File: src/rtl/fp_normalizer_pipe.sv
// Two-stage normaliser between the FP adder mantissa sum and result packing.
// Define ROUND_EN to round the carry path to nearest-even; otherwise that path truncates.
module fp_normalizer_pipe #(
  parameter int MANT_W = 24,
  parameter int EXP_W  = 8,
  parameter int CNT_W  = 16
) (
  input  logic              clk,
  input  logic              rst_n,
  input  logic              in_valid,
  output logic              in_ready,
  input  logic [MANT_W:0]   sum_result,
  input  logic [EXP_W-1:0]  exponent_in,
  input  logic              overflow_flag,
  input  logic              in_sticky,
  output logic              out_valid,
  input  logic              out_ready,
  output logic [MANT_W-1:0] mantissa_out,
  output logic [EXP_W-1:0]  exponent_out,
  output logic              overflow,
  output logic              underflow,
  output logic              zero,
  output logic [CNT_W-1:0]  ovf_count,
  output logic [CNT_W-1:0]  unf_count,
  input  logic              clr_cnt
);

  localparam int LZ_W = $clog2(MANT_W + 1);
  localparam int CW   = (EXP_W > LZ_W) ? EXP_W : LZ_W;
`ifdef ROUND_EN
  localparam logic RND_EN = 1'b1;
`else
  localparam logic RND_EN = 1'b0;
`endif

  logic              s1_valid_q;
  logic [MANT_W:0]   s1_sum_q;
  logic [EXP_W-1:0]  s1_exp_q;
  logic              s1_ovf_q;
  logic              s1_sticky_q;
  logic [LZ_W-1:0]   s1_lz_q;
  logic [LZ_W-1:0]   lz_d;

  logic              out_valid_q;
  logic [MANT_W-1:0] mant_q, mant_d;
  logic [EXP_W-1:0]  exp_q, exp_d;
  logic              ovf_q, ovf_d, unf_q, unf_d, zero_q, zero_d;
  logic [CNT_W-1:0]  ovf_cnt_q, unf_cnt_q;

  logic s1_adv;
  logic out_xfer;

  assign s1_adv   = !out_valid_q | out_ready;
  assign in_ready = !s1_valid_q | s1_adv;
  assign out_xfer = out_valid_q & out_ready;

  // Highest set bit wins, so the scan runs LSB to MSB.
  always_comb begin
    lz_d = LZ_W'(MANT_W);
    for (int i = 0; i < MANT_W; i++) begin
      if (sum_result[i]) lz_d = LZ_W'(MANT_W - 1 - i);
    end
  end

  always_ff @(posedge clk or negedge rst_n) begin
    if (!rst_n) begin
      s1_valid_q  <= 1'b0;
      s1_sum_q    <= '0;
      s1_exp_q    <= '0;
      s1_ovf_q    <= 1'b0;
      s1_sticky_q <= 1'b0;
      s1_lz_q     <= '0;
    end else if (in_ready) begin
      s1_valid_q <= in_valid;
      if (in_valid) begin
        s1_sum_q    <= sum_result;
        s1_exp_q    <= exponent_in;
        s1_ovf_q    <= overflow_flag;
        s1_sticky_q <= in_sticky;
        s1_lz_q     <= lz_d;
      end
    end
  end

  logic              zero_c, carry_c, rnd_c, ovf_c, normal_c;
  logic [MANT_W-1:0] mant_t, mant_c, low_c;
  logic [MANT_W:0]   mant_r;
  logic [EXP_W:0]    exp_c;
  logic [CW-1:0]     exp_ext, lz_ext;

  assign low_c    = s1_sum_q[MANT_W-1:0];
  assign zero_c   = (s1_sum_q == '0);
  assign carry_c  = s1_sum_q[MANT_W] | s1_ovf_q;
  assign mant_t   = s1_sum_q[MANT_W:1];
  assign rnd_c    = RND_EN & s1_sum_q[0] & (s1_sticky_q | mant_t[0]);
  assign mant_r   = {1'b0, mant_t} + (MANT_W+1)'(rnd_c);
  // A rounding carry-out renormalises to 1.000... and bumps the exponent once more.
  assign exp_c    = {1'b0, s1_exp_q} + (EXP_W+1)'(1) + (EXP_W+1)'(mant_r[MANT_W]);
  assign mant_c   = mant_r[MANT_W] ? {1'b1, {(MANT_W-1){1'b0}}} : mant_r[MANT_W-1:0];
  assign ovf_c    = (exp_c >= {1'b0, {EXP_W{1'b1}}});
  assign exp_ext  = CW'(s1_exp_q);
  assign lz_ext   = CW'(s1_lz_q);
  assign normal_c = (exp_ext > lz_ext);

  always_comb begin
    mant_d = '0;
    exp_d  = '0;
    ovf_d  = 1'b0;
    unf_d  = 1'b0;
    zero_d = 1'b0;
    if (zero_c) begin
      zero_d = 1'b1;
    end else if (carry_c) begin
      if (ovf_c) begin
        ovf_d = 1'b1;
        exp_d = '1;
      end else begin
        exp_d  = exp_c[EXP_W-1:0];
        mant_d = mant_c;
      end
    end else if (normal_c) begin
      exp_d  = EXP_W'(exp_ext - lz_ext);
      mant_d = low_c << s1_lz_q;
    end else begin
      unf_d  = 1'b1;
      mant_d = (s1_exp_q == '0) ? low_c : (low_c << (s1_exp_q - EXP_W'(1)));
    end
  end

  always_ff @(posedge clk or negedge rst_n) begin
    if (!rst_n) begin
      out_valid_q <= 1'b0;
      mant_q      <= '0;
      exp_q       <= '0;
      ovf_q       <= 1'b0;
      unf_q       <= 1'b0;
      zero_q      <= 1'b0;
    end else if (s1_adv) begin
      out_valid_q <= s1_valid_q;
      if (s1_valid_q) begin
        mant_q <= mant_d;
        exp_q  <= exp_d;
        ovf_q  <= ovf_d;
        unf_q  <= unf_d;
        zero_q <= zero_d;
      end
    end
  end

  always_ff @(posedge clk or negedge rst_n) begin
    if (!rst_n) begin
      ovf_cnt_q <= '0;
      unf_cnt_q <= '0;
    end else if (clr_cnt) begin
      ovf_cnt_q <= '0;
      unf_cnt_q <= '0;
    end else if (out_xfer) begin
      if (ovf_q && (ovf_cnt_q != '1)) ovf_cnt_q <= ovf_cnt_q + CNT_W'(1);
      if (unf_q && (unf_cnt_q != '1)) unf_cnt_q <= unf_cnt_q + CNT_W'(1);
    end
  end

  assign out_valid    = out_valid_q;
  assign mantissa_out = mant_q;
  assign exponent_out = exp_q;
  assign overflow     = ovf_q;
  assign underflow    = unf_q;
  assign zero         = zero_q;
  assign ovf_count    = ovf_cnt_q;
  assign unf_count    = unf_cnt_q;

endmodule

File: config.mk
export PLATFORM = sky130hd
export DESIGN_NAME = fp_normalizer_pipe
export DESIGN_NICKNAME = d
export VERILOG_FILES = /design/src/rtl/fp_normalizer_pipe.sv
export SDC_FILE = /design/constraint.sdc
export NUM_CORES = 1
export LEC_CHECK = 0
export BUFFER_PORTS_ARGS = -buffer_cell sky130_fd_sc_hd__buf_2
export CAP_MARGIN = 30
export CORE_ASPECT_RATIO = 2
export CORE_UTILIZATION = 60
export DETAILED_ROUTE_END_ITERATION = 7
export HOLD_SLACK_MARGIN = 0.03
export PLACE_DENSITY = 0.82
export SLEW_MARGIN = 25
export SYNTH_ARGS = -nofsm -noshare
export SYNTH_HDL_FRONTEND = slang
export SYNTH_SLANG_ARGS = --single-unit
export TNS_END_PERCENT = 10
File: constraint.sdc
create_clock -name clk -period 3.7 [get_ports clk]
set_input_delay 0.185 -clock clk [delete_from_list [all_inputs] [get_ports clk]]
set_output_delay 0.185 -clock clk [all_outputs]
set_load 0.1 [all_outputs]
# Yosys cells after proc, flatten, opt, wreduce, memory -nomap -nowiden
# Index checks and enable logic that the tools add are counted.
op_classes:
  addsub: 5
  order_cmp: 2
  eq_ne: 2
  shifts: 2
  muxes: 46
  bitwise: 4
  reduce_logical: 13
op_table:
  columns: ["cell", "count"]
  rows:
  - ["24-bit 2-to-1 mux", 5]
  - ["16-bit 2-to-1 mux", 6]
  - ["5-bit 2-to-1 mux", 18]
  - ["16-bit by 1-bit adder with 16-bit output, second input constant", 2]
  - ["8-bit 2-to-1 mux", 4]
  - ["16-bit != test, second input constant", 2]
  - ["25-bit zero test", 1]
  - ["4-bit 2-to-1 mux", 6]
  - ["24-bit by 5-bit << shifter with 24-bit output", 1]
  - ["24-bit by 8-bit << shifter with 24-bit output", 1]
  - ["8-bit by 1-bit adder with 9-bit output, second input constant", 1]
  - ["9-bit by 8-bit greater-or-equal comparator with 1-bit output, second input constant", 1]
  - ["8-bit by 5-bit > comparator with 1-bit output", 1]
  - ["8-bit zero test", 1]
  - ["2-bit AND reduction", 4]
  - ["8-bit by 1-bit subtractor with 8-bit output, second input constant", 1]
  - ["8-bit by 5-bit subtractor with 8-bit output", 1]
  - ["1-bit 2-to-1 mux", 7]
  - ["2-bit nonzero test", 3]
  - ["1-bit OR", 3]
  - ["1-bit logical AND", 2]
  - ["1-bit zero test", 2]
  - ["1-bit bitwise AND", 1]
word_totals:
  regBits: 108
  inputBits: 40
  output_inout_bits: 69
  word_cells: 87

# Depth between registers and ports, before layout
logic_depth:
  word_depth: 24
  mapped_depth: 15
  ltp_nobuf: 11

# Worst setup path after synthesis
# No wires, ideal clock.
synth_timing:
  path_kind: "reg2reg"
  from: "register out_valid_q, in the netlist out_valid"
  to: "register s1_exp_q[7], in the netlist exp_ext[7]"
  arrival_ps: 3383
  slack_ps: 192
  path_stages_with_launch: 5
  n_path_buf: 1
  period_less_slack_ps: 3508
  cell_sequence: "dfrtp_1 -> nand3b_1 -> nand2_1 -> clkbuf_1 -> mux2_2"
synth_between:
  elab_chain_cells: 4
synth_rtl:
  columns: ["element", "line", "rtl"]
  rows:
  - ["start, declared", "44", "logic out_valid_q;"]
  - ["start signal, assigned", "139", "out_valid_q <= s1_valid_q;"]
  - ["1-bit zero test", "53", "assign s1_adv = !out_valid_q | out_ready;"]
  - ["1-bit OR", "53", null]
  - ["1-bit OR", "54", "assign in_ready = !s1_valid_q | s1_adv;"]
  - ["net in_ready", "11", "output logic in_ready,"]
  - ["2-bit AND reduction (no line)", null, null]
  - ["end signal, assigned", "77", "s1_exp_q <= exponent_in;"]
  - ["end, declared", "38", "logic [EXP_W-1:0] s1_exp_q;"]
# The timed path passes the listed nets, and every way through them passes these cells.
# A chain may end at the register's enable or synchronous reset.

# Worst setup path after layout
layout_timing:
  from: "register s1_exp_q[0], in the netlist exp_ext[0]"
  to: "register mant_q[16], in the netlist mantissa_out[16]"
layout_between:
  elab_chain_cells: 6
  elab_cells_between_ends: 11
  cone_classes: "2 x add/sub; 2 x order compare; 1 x shift; 5 x mux; 1 x reduce/logical"
layout_rtl:
  columns: ["element", "line", "rtl"]
  rows:
  - ["8-bit by 1-bit subtractor with 8-bit output", "126", "mant_d = (s1_exp_q == '0) ? low_c : (low_c << (s1_exp_q - EXP_W'(1)));"]
  - ["24-bit by 8-bit << shifter with 24-bit output", "126", null]
  - ["24-bit 2-to-1 mux", "126", null]
  - ["24-bit 2-to-1 mux", "121", "end else if (normal_c) begin"]
  - ["24-bit 2-to-1 mux (*)", "113", "end else if (carry_c) begin"]
  - ["24-bit 2-to-1 mux (*)", "111", "if (zero_c) begin"]
  - ["end signal, assigned", "141", "mant_q <= mant_d;"]
  - ["end, declared", "45", "logic [MANT_W-1:0] mant_q, mant_d;"]
# Mark *: on every way between the ends. The rest lies on a longest branch, timed or not.

==> metrics.md <==
| Metric | Value |
|---|---|
| Initial DRC count | `902` |
| Commonest cells after routing, fill and taps aside | `dfrtp_1, nand2_1, buf_2` |
| # DRC | `0` |
| Period utilisation layout | `86.3%` |
| Final Hold Violating Endpoints | `0` |
| Setup TNS Final | `0 ps` |
| Dominant cells by area after synthesis | `dfrtp_1, mux2i_1, mux2_2, mux4_2, nand2_1` |
| IO Count | `109` |
| CP Launch Point | `exp_ext[0]` |
| Cts bufs inserted | `9` |
| Startpoint Class | `register` |
| Layout Utilization | `69.2%` |
| R2R cell count | `10` |
| Seq pwr share | `30.6%` |
| Routed len/inst | `24.9 µm` |
| Clock root cell | `clkbuf_16` |
| Initial antenna violation count | `0` |
| Post-Syn Area | `8700 µm²` |
| Place WS | `568 ps` |
| Total of max-cap violations | `0` |
| Chip width | `87.1 µm` |
| Sink Count | `108` |
| Leading area contributor after synthesis | `dfrtp_1` |
| Initial core utilization | `61.9%` |
| Endpoints failing setup | `0` |
| Peak supply drop | `330 µV` |
| Buffers on Ports | `107` |
| Power Dens Cells | `554 nW/µm²` |
| Mean Syn Cell Area | `8.77 µm²` |
| Max FO, Critical Path | `24` |
| Leakage | `4.17 nW` |
| WP data arrival | `3440 ps` |
| P_sw | `0.00269 W` |
| Post-route ant nets | `0` |
| Crit path time final | `3190 ps` |
| GPL Wtd Cong | `0.992` |
| Ant diodes | `0` |
| Worst setup margin | `505 ps` |
| Final HPWL DP | `22.6 mm` |
| Core area | `14000 µm²` |
| GRT overflow | `0` |
| Hold Path Class | `in -> reg` |
| Htree depth | `3` |
| Multi-input logic area | `5560 µm²` |
| Fillers | `1191` |
| Pre-antenna DRT Iters | `7` |
| Worst Clk Skew | `7.91 ps` |
| Comb power frac | `50.6%` |
| Vias per cell | `6.92` |
| Worst hold stages | `2` |
| RSZ-0062 raised after global routing | `no` |
| DIE HEIGHT | `172 µm` |
| Reg-to-reg endpoint | `mantissa_out[16]` |
| Worst Tran Pin Value | `874 ps` |
| Row count | `61` |
| WP data required | `3940 ps` |
| Clk Latency, worst-skew pair | `360 ps` |
| Critical Path Sink Type | `register` |
| Largest net degree at the start of global routing | `74` |
| Sequential element share of the synthesized area | `31.1%` |
| Worst Hold End | `exp_ext[3]` |
| Clk slew on worst S/H paths | `70 ps` |
| Yosys reg bits | `108` |
| Worst flop-to-flop path startpoint | `exp_ext[0]` |
| Internal power | `0.00270 W` |
| Share of cells above drive strength 1 | `22.8%` |
| Area growth syn-to-layout | `11.7%` |
| Max_slew headroom | `41.3%` |
| Status | `finished clean` |
| Clk buf depth | `2` |
| Routed vias | `8659` |
| Placed inst area | `9410 µm²` |
| Synthesis Warnings | `0` |
| Post-synth EDFFs | `0` |
| Worst Min Path Start | `exponent_in[3]` |
| Die ar. | `15000 µm²` |
| Max Slew Vio Count | `0` |
| All-Layer GR Usage | `42.5%` |
| First-pass GRT wire length | `46.8 mm` |
| Most common cell after layout, fill and taps aside | `dfrtp_1` |
| Final Cell Area | `9720 µm²` |
| Internal reg-to-reg setup slack | `510 ps` |
| Hold_ws | `48.8 ps` |
| Max Freq | `313 MHz` |
| Sequential Area | `2700 µm²` |
| Sw frac | `49.9%` |
| Share of the synthesized area in the top cell type | `31.1%` |
| Final net count | `1109` |
| Vias in the first global route | `8337` |
| CTS tree | `done` |
| Cells after Synth | `992` |
| Mapped Nets | `1044` |
| Top_reg_cell synth | `dfrtp_1` |
| Crit path kind | `reg -> reg` |
| Netlist cell types | `84` |
| Clock group share of total power | `18.8%` |
| FFs w/ async S/R, synth | `100%` |
| WL final | `31.1 mm` |
## worst max-delay path, cell delays in order, from the launching register on
cell,delay [ps]
dfrtp_1,350
inv_1,140
ha_1,490
buf_4,390
mux2i_1,350
mux4_2,340
a311oi_1,60
a211o_1,280
a32o_1,210
a221oi_1,380
o21ai_1,90
## power groups by stage
| stage | sequential (W) | clock (W) | combinational, W |
|---|---|---|---|
| after floorplan | 0.00226 | 0 | 0.00135 |
| after global placement | 0.00165 | 0 | 0.00264 |
| after detailed placement | 0.00165 | 0 | 0.00267 |
| after CTS | 0.00163 | 0.00102 | 0.00268 |
| after global routing | 0.00165 | 0.00106 | 0.00286 |
| final | 0.00165 | 0.00102 | 0.00272 |
## repair_timing
action,in CTS,in global routing
hold buffers,1,0
resized for setup,0,0
setup endpoints to repair,0,0
buffers inserted,0,0
hold endpoints to repair,35,0
## area by class of cell
cell class | instances | share of cell area [%]
clock inverters | 4 | 0.579
multi-input cells | 775 | 57.2
inverters | 17 | 0.656
repair buffers | 146 | 8.83
flip-flops and latches | 108 | 27.8
well taps | 189 | 2.43
clock buffers | 12 | 2.54
## metrics by stage
step                      power (W)  std cells
after floorplan             0.00361        992
after global placement      0.00429       1234
after detailed placement    0.00432       1234
after CTS                   0.00533       1251
after global routing        0.00558       1251
final                       0.00539       1251
## logic make-up (layout without fill, tap and decap cells)
logic type	Yosys count	after routing	synth area share (%)
compound gates	271	271	21.1
fa+ha+maj	12	12	1.81
flops	108	108	31.1
mux	120	120	17.5
buf+inv	109	179	5.19
simple gates	330	330	19.0
xor+xnor	42	42	4.40
## flip-flops by register name (all words and copies together) (netlist names)
signal	flops
s1_valid_q	1
out_valid	1
zero	1
mantissa_out	24
s1_ovf_q	1
underflow	1
ovf_count	16
s1_sum_q	25
exponent_out	8
unf_count	16
s1_lz_q	5
exp_ext	8
overflow	1
## how the worst max path moves through the flow
stage / end / slack [ps] / cells past startpoint
after floorplan: exp_ext[7] / 190 / 4
after global placement: mantissa_out[16] / 650 / 10
after detailed placement: mantissa_out[16] / 570 / 10
after CTS: mantissa_out[16] / 540 / 10
after global routing: mantissa_out[11] / 350 / 9
final: mantissa_out[16] / 510 / 10
## synthesized netlist by cell type, drive strengths merged, types with 7 or more instances
cell    instances
nor4           14
nor2           74
a21oi          66
nor2b           7
mux2i          55
inv            16
clkbuf         63
o211ai         12
and4            8
buf            29
a21boi          8
nand4          16
xnor2          14
mux4           21
a31oi           8
o41ai           7
mux2           44
o31ai          11
a211oi          9
nor3           24
a221oi          8
nand3          28
and2           12
ha             11
a22oi           9
xor2           28
nand2         106
dfrtp         108
o21ai          61
## metal layers
layer  GRT usage [%]  wire length [µm]  vias up
li1                -                 -     3839
met3            6.11              2160      128
met4            30.1              2320        0
met5               0                 0        -
met2            73.8             15800      513
met1            46.7             10800     4179
(Power assumes the default switching activity.)
